### src/rtl/freqdiv_pkg.sv
// Shared definitions for the freqdiv_ctrl slice: register map, STATUS/CTRL bit positions, FSM states.
// Optional interrupt support is selected with the FREQDIV_IRQ_EN macro (see freqdiv_wb_regs).
package freqdiv_pkg;

    localparam int RATIO_MIN = 2;

    // Word index taken from wbs_adr_i[3:2]
    localparam logic [1:0] REG_CTRL   = 2'd0;
    localparam logic [1:0] REG_DIV    = 2'd1;
    localparam logic [1:0] REG_STATUS = 2'd2;
    localparam logic [1:0] REG_PCOUNT = 2'd3;

    localparam int CTRL_EN      = 0;
    localparam int CTRL_IE      = 1;

    localparam int ST_RUNNING   = 0;
    localparam int ST_PENDING   = 1;
    localparam int ST_ERR       = 2;
    localparam int ST_DONE      = 3;
    localparam int ST_RATIO_LSB = 8;

    typedef enum logic [1:0] {
        IDLE = 2'd0,
        RUN  = 2'd1,
        PEND = 2'd2,
        STOP = 2'd3
    } state_e;

endpackage

### src/rtl/freqdiv_wb_regs.sv
// Wishbone slave for freqdiv_ctrl: decode, single-cycle registered ack, CTRL/DIV storage, W1C flags.
// CTRL.ie is only stored when FREQDIV_IRQ_EN is defined; otherwise it reads 0.
module freqdiv_wb_regs
    import freqdiv_pkg::*;
#(
    parameter int NW  = 4,
    parameter int PCW = 16
) (
    input  logic           wb_clk_i,
    input  logic           wb_rst_ni,
    input  logic           wbs_stb_i,
    input  logic           wbs_cyc_i,
    input  logic           wbs_we_i,
    input  logic [3:0]     wbs_sel_i,
    input  logic [31:0]    wbs_adr_i,
    input  logic [31:0]    wbs_dat_i,
    output logic           wbs_ack_o,
    output logic [31:0]    wbs_dat_o,
    input  logic           running,
    input  logic           pending,
    input  logic [NW-1:0]  active_n,
    input  logic [PCW-1:0] pcount,
    input  logic           set_err,
    input  logic           set_done,
    output logic           en_req,
    output logic           ie,
    output logic [NW-1:0]  div_req,
    output logic           done
);

    logic        access;
    logic        mapped;
    logic        wr_lane0;
    logic        wr_ctrl;
    logic        wr_div;
    logic        wr_status;
    logic        div_legal;
    logic        err_q;
    logic [31:0] rdata;
    logic        unused_bits;

    // Ack blocks a second access in the cycle it is high, so a held strobe is served every other cycle
    assign access    = wbs_stb_i & wbs_cyc_i & ~wbs_ack_o;
    assign mapped    = (wbs_adr_i[31:4] == '0);
    assign wr_lane0  = access & wbs_we_i & mapped & wbs_sel_i[0];
    assign wr_ctrl   = wr_lane0 & (wbs_adr_i[3:2] == REG_CTRL);
    assign wr_div    = wr_lane0 & (wbs_adr_i[3:2] == REG_DIV);
    assign wr_status = wr_lane0 & (wbs_adr_i[3:2] == REG_STATUS);
    assign div_legal = (wbs_dat_i[NW-1:0] >= NW'(RATIO_MIN));

    assign unused_bits = ^{wbs_sel_i, wbs_adr_i, wbs_dat_i};

    // NOTE: every variable assigned in always_comb gets a default first, otherwise a latch is inferred.
    always_comb begin
        rdata = '0;
        if (mapped) begin
            case (wbs_adr_i[3:2])
                REG_CTRL: begin
                    rdata[CTRL_EN] = en_req;
                    rdata[CTRL_IE] = ie;
                end
                REG_DIV:    rdata[NW-1:0] = div_req;
                REG_STATUS: begin
                    rdata[ST_RUNNING]            = running;
                    rdata[ST_PENDING]            = pending;
                    rdata[ST_ERR]                = err_q;
                    rdata[ST_DONE]               = done;
                    rdata[ST_RATIO_LSB +: NW]    = active_n;
                end
                REG_PCOUNT: rdata[PCW-1:0] = pcount;
                default:    rdata = '0;
            endcase
        end
    end

    // NOTE: sequential state uses non-blocking assignments so every flop samples pre-edge values.
    always_ff @(posedge wb_clk_i or negedge wb_rst_ni) begin
        if (!wb_rst_ni) begin
            wbs_ack_o <= 1'b0;
            wbs_dat_o <= '0;
            en_req    <= 1'b0;
            div_req   <= NW'(RATIO_MIN);
            err_q     <= 1'b0;
            done      <= 1'b0;
        end else begin
            wbs_ack_o <= access;
            wbs_dat_o <= (access & ~wbs_we_i) ? rdata : '0;
            if (wr_ctrl)
                en_req <= wbs_dat_i[CTRL_EN];
            if (wr_div && div_legal)
                div_req <= wbs_dat_i[NW-1:0];
            // A hardware set in the same cycle as a W1C wins, so no event is lost
            if (set_err || (wr_div && !div_legal))
                err_q <= 1'b1;
            else if (wr_status && wbs_dat_i[ST_ERR])
                err_q <= 1'b0;
            if (set_done)
                done <= 1'b1;
            else if (wr_status && wbs_dat_i[ST_DONE])
                done <= 1'b0;
        end
    end

`ifdef FREQDIV_IRQ_EN
    logic ie_q;

    always_ff @(posedge wb_clk_i or negedge wb_rst_ni) begin
        if (!wb_rst_ni)
            ie_q <= 1'b0;
        else if (wr_ctrl)
            ie_q <= wbs_dat_i[CTRL_IE];
    end

    assign ie = ie_q;
`else
    assign ie = 1'b0;
`endif

endmodule

### src/rtl/freqdiv_ctrl.sv
// Clock-divider sequencer: applies ratio changes and stops only on the divider wrap boundary.
// Interrupt output is live only when FREQDIV_IRQ_EN is defined; otherwise irq_o stays 0.
module freqdiv_ctrl
    import freqdiv_pkg::*;
#(
    parameter int NW   = 4,
    parameter int PCW  = 16,
    parameter int WDOG = 16
) (
    input  logic          wb_clk_i,
    input  logic          wb_rst_ni,
    input  logic          wbs_stb_i,
    input  logic          wbs_cyc_i,
    input  logic          wbs_we_i,
    input  logic [3:0]    wbs_sel_i,
    input  logic [31:0]   wbs_adr_i,
    input  logic [31:0]   wbs_dat_i,
    output logic          wbs_ack_o,
    output logic [31:0]   wbs_dat_o,
    input  logic          div_wrap_i,
    output logic          div_en_o,
    output logic [NW-1:0] div_n_o,
    output logic          irq_o
);

    localparam int WDW = $clog2(WDOG + 1);

    state_e         state, state_nx;
    logic [NW-1:0]  div_n_nx;
    logic           div_en_nx;
    logic [PCW-1:0] pcount;
    logic           clr_pcount;
    logic [WDW-1:0] wd_cnt;
    logic           wd_expired;
    logic           set_err;
    logic           set_done;
    logic           en_req;
    logic           ie;
    logic           done;
    logic [NW-1:0]  div_req;

    freqdiv_wb_regs #(
        .NW  (NW),
        .PCW (PCW)
    ) u_regs (
        .wb_clk_i  (wb_clk_i),
        .wb_rst_ni (wb_rst_ni),
        .wbs_stb_i (wbs_stb_i),
        .wbs_cyc_i (wbs_cyc_i),
        .wbs_we_i  (wbs_we_i),
        .wbs_sel_i (wbs_sel_i),
        .wbs_adr_i (wbs_adr_i),
        .wbs_dat_i (wbs_dat_i),
        .wbs_ack_o (wbs_ack_o),
        .wbs_dat_o (wbs_dat_o),
        .running   (div_en_o),
        .pending   (state == PEND),
        .active_n  (div_n_o),
        .pcount    (pcount),
        .set_err   (set_err),
        .set_done  (set_done),
        .en_req    (en_req),
        .ie        (ie),
        .div_req   (div_req),
        .done      (done)
    );

    assign wd_expired = (wd_cnt == WDW'(WDOG - 1));
    assign irq_o      = done & ie;

    // A stop request takes priority over a pending ratio change in PEND
    always_comb begin
        state_nx   = state;
        div_n_nx   = div_n_o;
        div_en_nx  = div_en_o;
        clr_pcount = 1'b0;
        set_err    = 1'b0;
        set_done   = 1'b0;
        case (state)
            IDLE: begin
                if (en_req) begin
                    div_n_nx   = div_req;
                    div_en_nx  = 1'b1;
                    clr_pcount = 1'b1;
                    state_nx   = RUN;
                end
            end
            RUN: begin
                if (!en_req)
                    state_nx = STOP;
                else if (div_req != div_n_o)
                    state_nx = PEND;
            end
            PEND: begin
                if (!en_req) begin
                    state_nx = STOP;
                end else if (div_wrap_i || wd_expired) begin
                    div_n_nx = div_req;
                    set_done = 1'b1;
                    set_err  = ~div_wrap_i;
                    state_nx = RUN;
                end
            end
            STOP: begin
                if (div_wrap_i || wd_expired) begin
                    div_en_nx = 1'b0;
                    set_err   = ~div_wrap_i;
                    state_nx  = IDLE;
                end
            end
            default: state_nx = IDLE;
        endcase
    end

    always_ff @(posedge wb_clk_i or negedge wb_rst_ni) begin
        if (!wb_rst_ni) begin
            state    <= IDLE;
            div_n_o  <= NW'(RATIO_MIN);
            div_en_o <= 1'b0;
            wd_cnt   <= '0;
            pcount   <= '0;
        end else begin
            state    <= state_nx;
            div_n_o  <= div_n_nx;
            div_en_o <= div_en_nx;
            // Watchdog measures dwell time in the current wait state; any transition restarts it
            if ((state_nx != state) || !((state == PEND) || (state == STOP)))
                wd_cnt <= '0;
            else
                wd_cnt <= wd_cnt + 1'b1;
            if (clr_pcount)
                pcount <= '0;
            else if (div_wrap_i && div_en_o && (pcount != '1))
                pcount <= pcount + 1'b1;
        end
    end

endmodule

### config.mk
export PLATFORM = sky130hd
export DESIGN_NAME = freqdiv_ctrl
export DESIGN_NICKNAME = d
export VERILOG_FILES = /design/src/rtl/freqdiv_pkg.sv /design/src/rtl/freqdiv_wb_regs.sv /design/src/rtl/freqdiv_ctrl.sv
export SDC_FILE = /design/constraint.sdc
export NUM_CORES = 1
export LEC_CHECK = 0
export BUFFER_PORTS_ARGS = -buffer_cell sky130_fd_sc_hd__buf_2
export CORE_MARGIN = 2
export CORE_UTILIZATION = 23
export DETAILED_ROUTE_END_ITERATION = 16
export PLACE_DENSITY_LB_ADDON = 0.05
export SYNTH_ARGS = -nofsm -noshare
export SYNTH_HDL_FRONTEND = slang
export SYNTH_HIERARCHICAL = 1
export SYNTH_SLANG_ARGS = --single-unit
### constraint.sdc
create_clock -name wb_clk_i -period 3.9 [get_ports wb_clk_i]
set_input_delay 0.39 -clock wb_clk_i [delete_from_list [all_inputs] [get_ports wb_clk_i]]
set_output_delay 0.39 -clock wb_clk_i [all_outputs]
set_load 0.03 [all_outputs]
==> results.ini <==
[synth]
synth_top_area_frac=0.4212
synth_top_area_cell=dfrtp_1
ys_ff_latch=52
ys_async_sr_fraction=1.000
ys_types=57
synthTopCellsByArea=dfrtp_1 (42%), buf_4 (4.5%), nor4_4 (4.3%)
syn_area_um2=2970
synth_warnings=6
synth_flop_cell=dfrtp_1
netlist_instances=269
avgSynthCellArea_um2=11.04
ys_seq_area_frac=0.4389
synth_edf_count=0

[clock_network]
cts_tree=built
numCtsBuffers=5
path_clk_slew_ns=0.08
cts_max_path_buffers=2
root_buffer=clkbuf_16
clk_latency_ns=0.30
cts_resized=0
cts_setup_buffers=0
htreeDepth=2
cts.sinks=52
postCtsHoldBufs=0

[timing]
hold_viol_final=0
setup_viol=0
slew_viol_final=0
worstMarginPinSlew_ns=1.009
min_period_ns=1.768
finalWorstSetupSlack_ns=2.132
fmax_mhz=565.7
rsz0062_at_grt=no
fin_skew_ns=0.006782
setup_tns_ns=0
finalCritPeriodShare=0.4533
slew_headroom=0.3271

[placement]
gp_congestion=0.7037
hpwl_um=5884
port_buffers=62
pre_cts_ws_ns=1.907

[floorplan]
ios=113
die_h_um=117.6
rows=41
start_util=0.2354
core_um2=12620
die_x_um=117.6
fp.dieArea_um2=13840

[worst_setup_path]
cp.arrival_ns=2.00
required_ns=4.13
start_kind=flip-flop
end_kind=flip-flop
critPathTopFamily=simple AND/OR/NAND/NOR gates
critPathMaxFanout=7
path_buf_inv=0
crit_path_top_delay_cell=or4_4
cpPeakStageDelay_ns=0.50
path_cells=and4_1 -> nand2_2 -> or4_4 -> a21oi_2
crit_type=flip-flop to flip-flop

[global_route]
grt_pass1_vias=2312
grt_usage=0.1170
grt_overflow_total=0
antenna_found_initial=0
grt_pass1_wl_um=12830
grt_max_degree=43

[power]
power_density_nw_per_um2=383.1
leakage_nw=1.590
power_mw=1.344
ir_drop_uv=146.4

[routing]
routedWlPerCell_um=15.91
drt_iter0_drc=73
drt_drc_violations_left=0
first_pass_iters=4
via_per_inst=4.518
ant_nets=0
vias=2268
drt_wl_total_um=7989

[run]
maxCapViolCount=0

[min_path]
hold_path_class=input port to asynchronous set/reset pin

[final_layout]
insertedDiodeCount=0
n_fill_cell=1357
area_delta_synth_final_pct=18.11
drive_gt1_frac=0.3394
nets=406

[status]
status=finished clean

## layer usage
layer	global-route usage	share of wire	up-vias
met5	0	0	-
met4	0.02485	0.0081	0
met3	0.02422	0.034	7
met2	0.1944	0.48	47
met1	0.1570	0.48	1123
li1	-	-	1091
## area by class of cell
type	instances	area, um2	area share
multi-input combinational	200	1493	0.4255
clock inverter	3	23.77	0.006776
clock buffer	5	125.1	0.03566
sequential	52	1304	0.3716
timing repair buffer	64	325.3	0.09272
inverter	6	22.52	0.006419
tap	172	215.2	0.06134
## flip-flops by register name (all words and copies together), names as in the netlist
| register | flops |
|---|---|
| u_regs/err_q | 1 |
| state | 2 |
| u_regs/div_req | 4 |
| div_n_o | 4 |
| u_regs/wbs_dat_o | 16 |
| pcount | 16 |
| wd_cnt | 5 |
| u_regs/wbs_ack_o | 1 |
| u_regs/en_req | 1 |
| div_en_o | 1 |
| u_regs/done | 1 |
## report_power, final
group | internal [mW] | leakage [nW] | total [mW] | switching (mW)
registers | 0.585 | 0.700 | 0.657 | 0.0722
logic | 0.0882 | 0.824 | 0.226 | 0.138
clock network | 0.240 | 0.0660 | 0.461 | 0.221
## Yosys cell counts, types with 3 or more instances
library cell / instances
nand2_1: 10
a21oi_1: 8
a21o_1: 3
and4_1: 11
a22oi_1: 3
ha_1: 3
o31a_1: 3
a21oi_2: 3
o31ai_1: 5
nor4_2: 5
or3_1: 8
buf_4: 18
inv_1: 6
o21ai_0: 18
xnor2_1: 5
nor4_4: 6
dfrtp_1: 50
and3_1: 8
a31oi_1: 3
clkbuf_1: 4
nand3_1: 6
or4_4: 3
mux2_2: 11
nor2b_1: 4
nor3_1: 8
nand4_1: 4
nor2_1: 14
## cell usage in the layout (no fill, tap or decap), types with 6 or more instances in the layout
cell	Yosys	layout
buf_2	0	62
o21ai_0	18	18
nor2_1	14	14
inv_1	6	6
nand2_1	10	10
and3_1	8	8
a21oi_1	8	8
mux2_2	11	11
dfrtp_1	50	50
nor4_4	6	6
or3_1	8	8
nor3_1	8	8
conb_1	1	17
and4_1	11	11
nand3_1	6	6
## worst reg2reg max path: cells and delay by family, from the launching register on
| kind | cells | cell delay [ns] |
|---|---|---|
| simple gates | 3 | 1.09 |
| flops | 1 | 0.47 |
| compound gates | 1 | 0.14 |
## kinds of logic after synthesis
group / synth area share
and+or+nand+nor: 0.2768
AOI/OAI and AO/OA: 0.1171
DFF: 0.4389
buffers and inverters: 0.07877
muxes: 0.05687
xor gates and xnor gates: 0.01769
adders and majority gates: 0.01264
other: 0.001262
## metrics by stage
step | std cells | instance area, um2 | hold slack (ns) | utilization
after floorplan | 285 | 3030 | 0.09441 | -
after global placement | 494 | 3359 | 0.4566 | 0.2662
after detailed placement | 494 | 3359 | 0.4593 | 0.2662
after CTS | 502 | 3508 | 0.3118 | 0.2780
after global routing | 502 | 3508 | 0.3305 | 0.2780
final | 502 | 3508 | 0.2637 | 0.2780
## path summary, 6_finish.rpt
| check | start | end | slack [ns] | depth (start not counted) |
|---|---|---|---|---|
| min reg2reg | wd_cnt[0]$_DFF_PN0_ | wd_cnt[0]$_DFF_PN0_ | 0.46 | 1 |
| min in group wb_clk_i | wbs_dat_i[0] | u_regs/en_req$_DFFE_PN0P_ | 0.33 | 2 |
| max in group asynchronous | wb_rst_ni | u_regs/div_req[1]$_DFFE_PN1P_ | 2.81 | 2 |
| min | wb_rst_ni | pcount[7]$_DFFE_PN0P_ | 0.26 | 1 |
| max reg2reg | pcount[2]$_DFFE_PN0P_ | pcount[15]$_DFFE_PN0P_ | 2.13 | 4 |
| max | pcount[2]$_DFFE_PN0P_ | pcount[15]$_DFFE_PN0P_ | 2.13 | 4 |
Note: power is estimated with default switching activity, not from simulation.
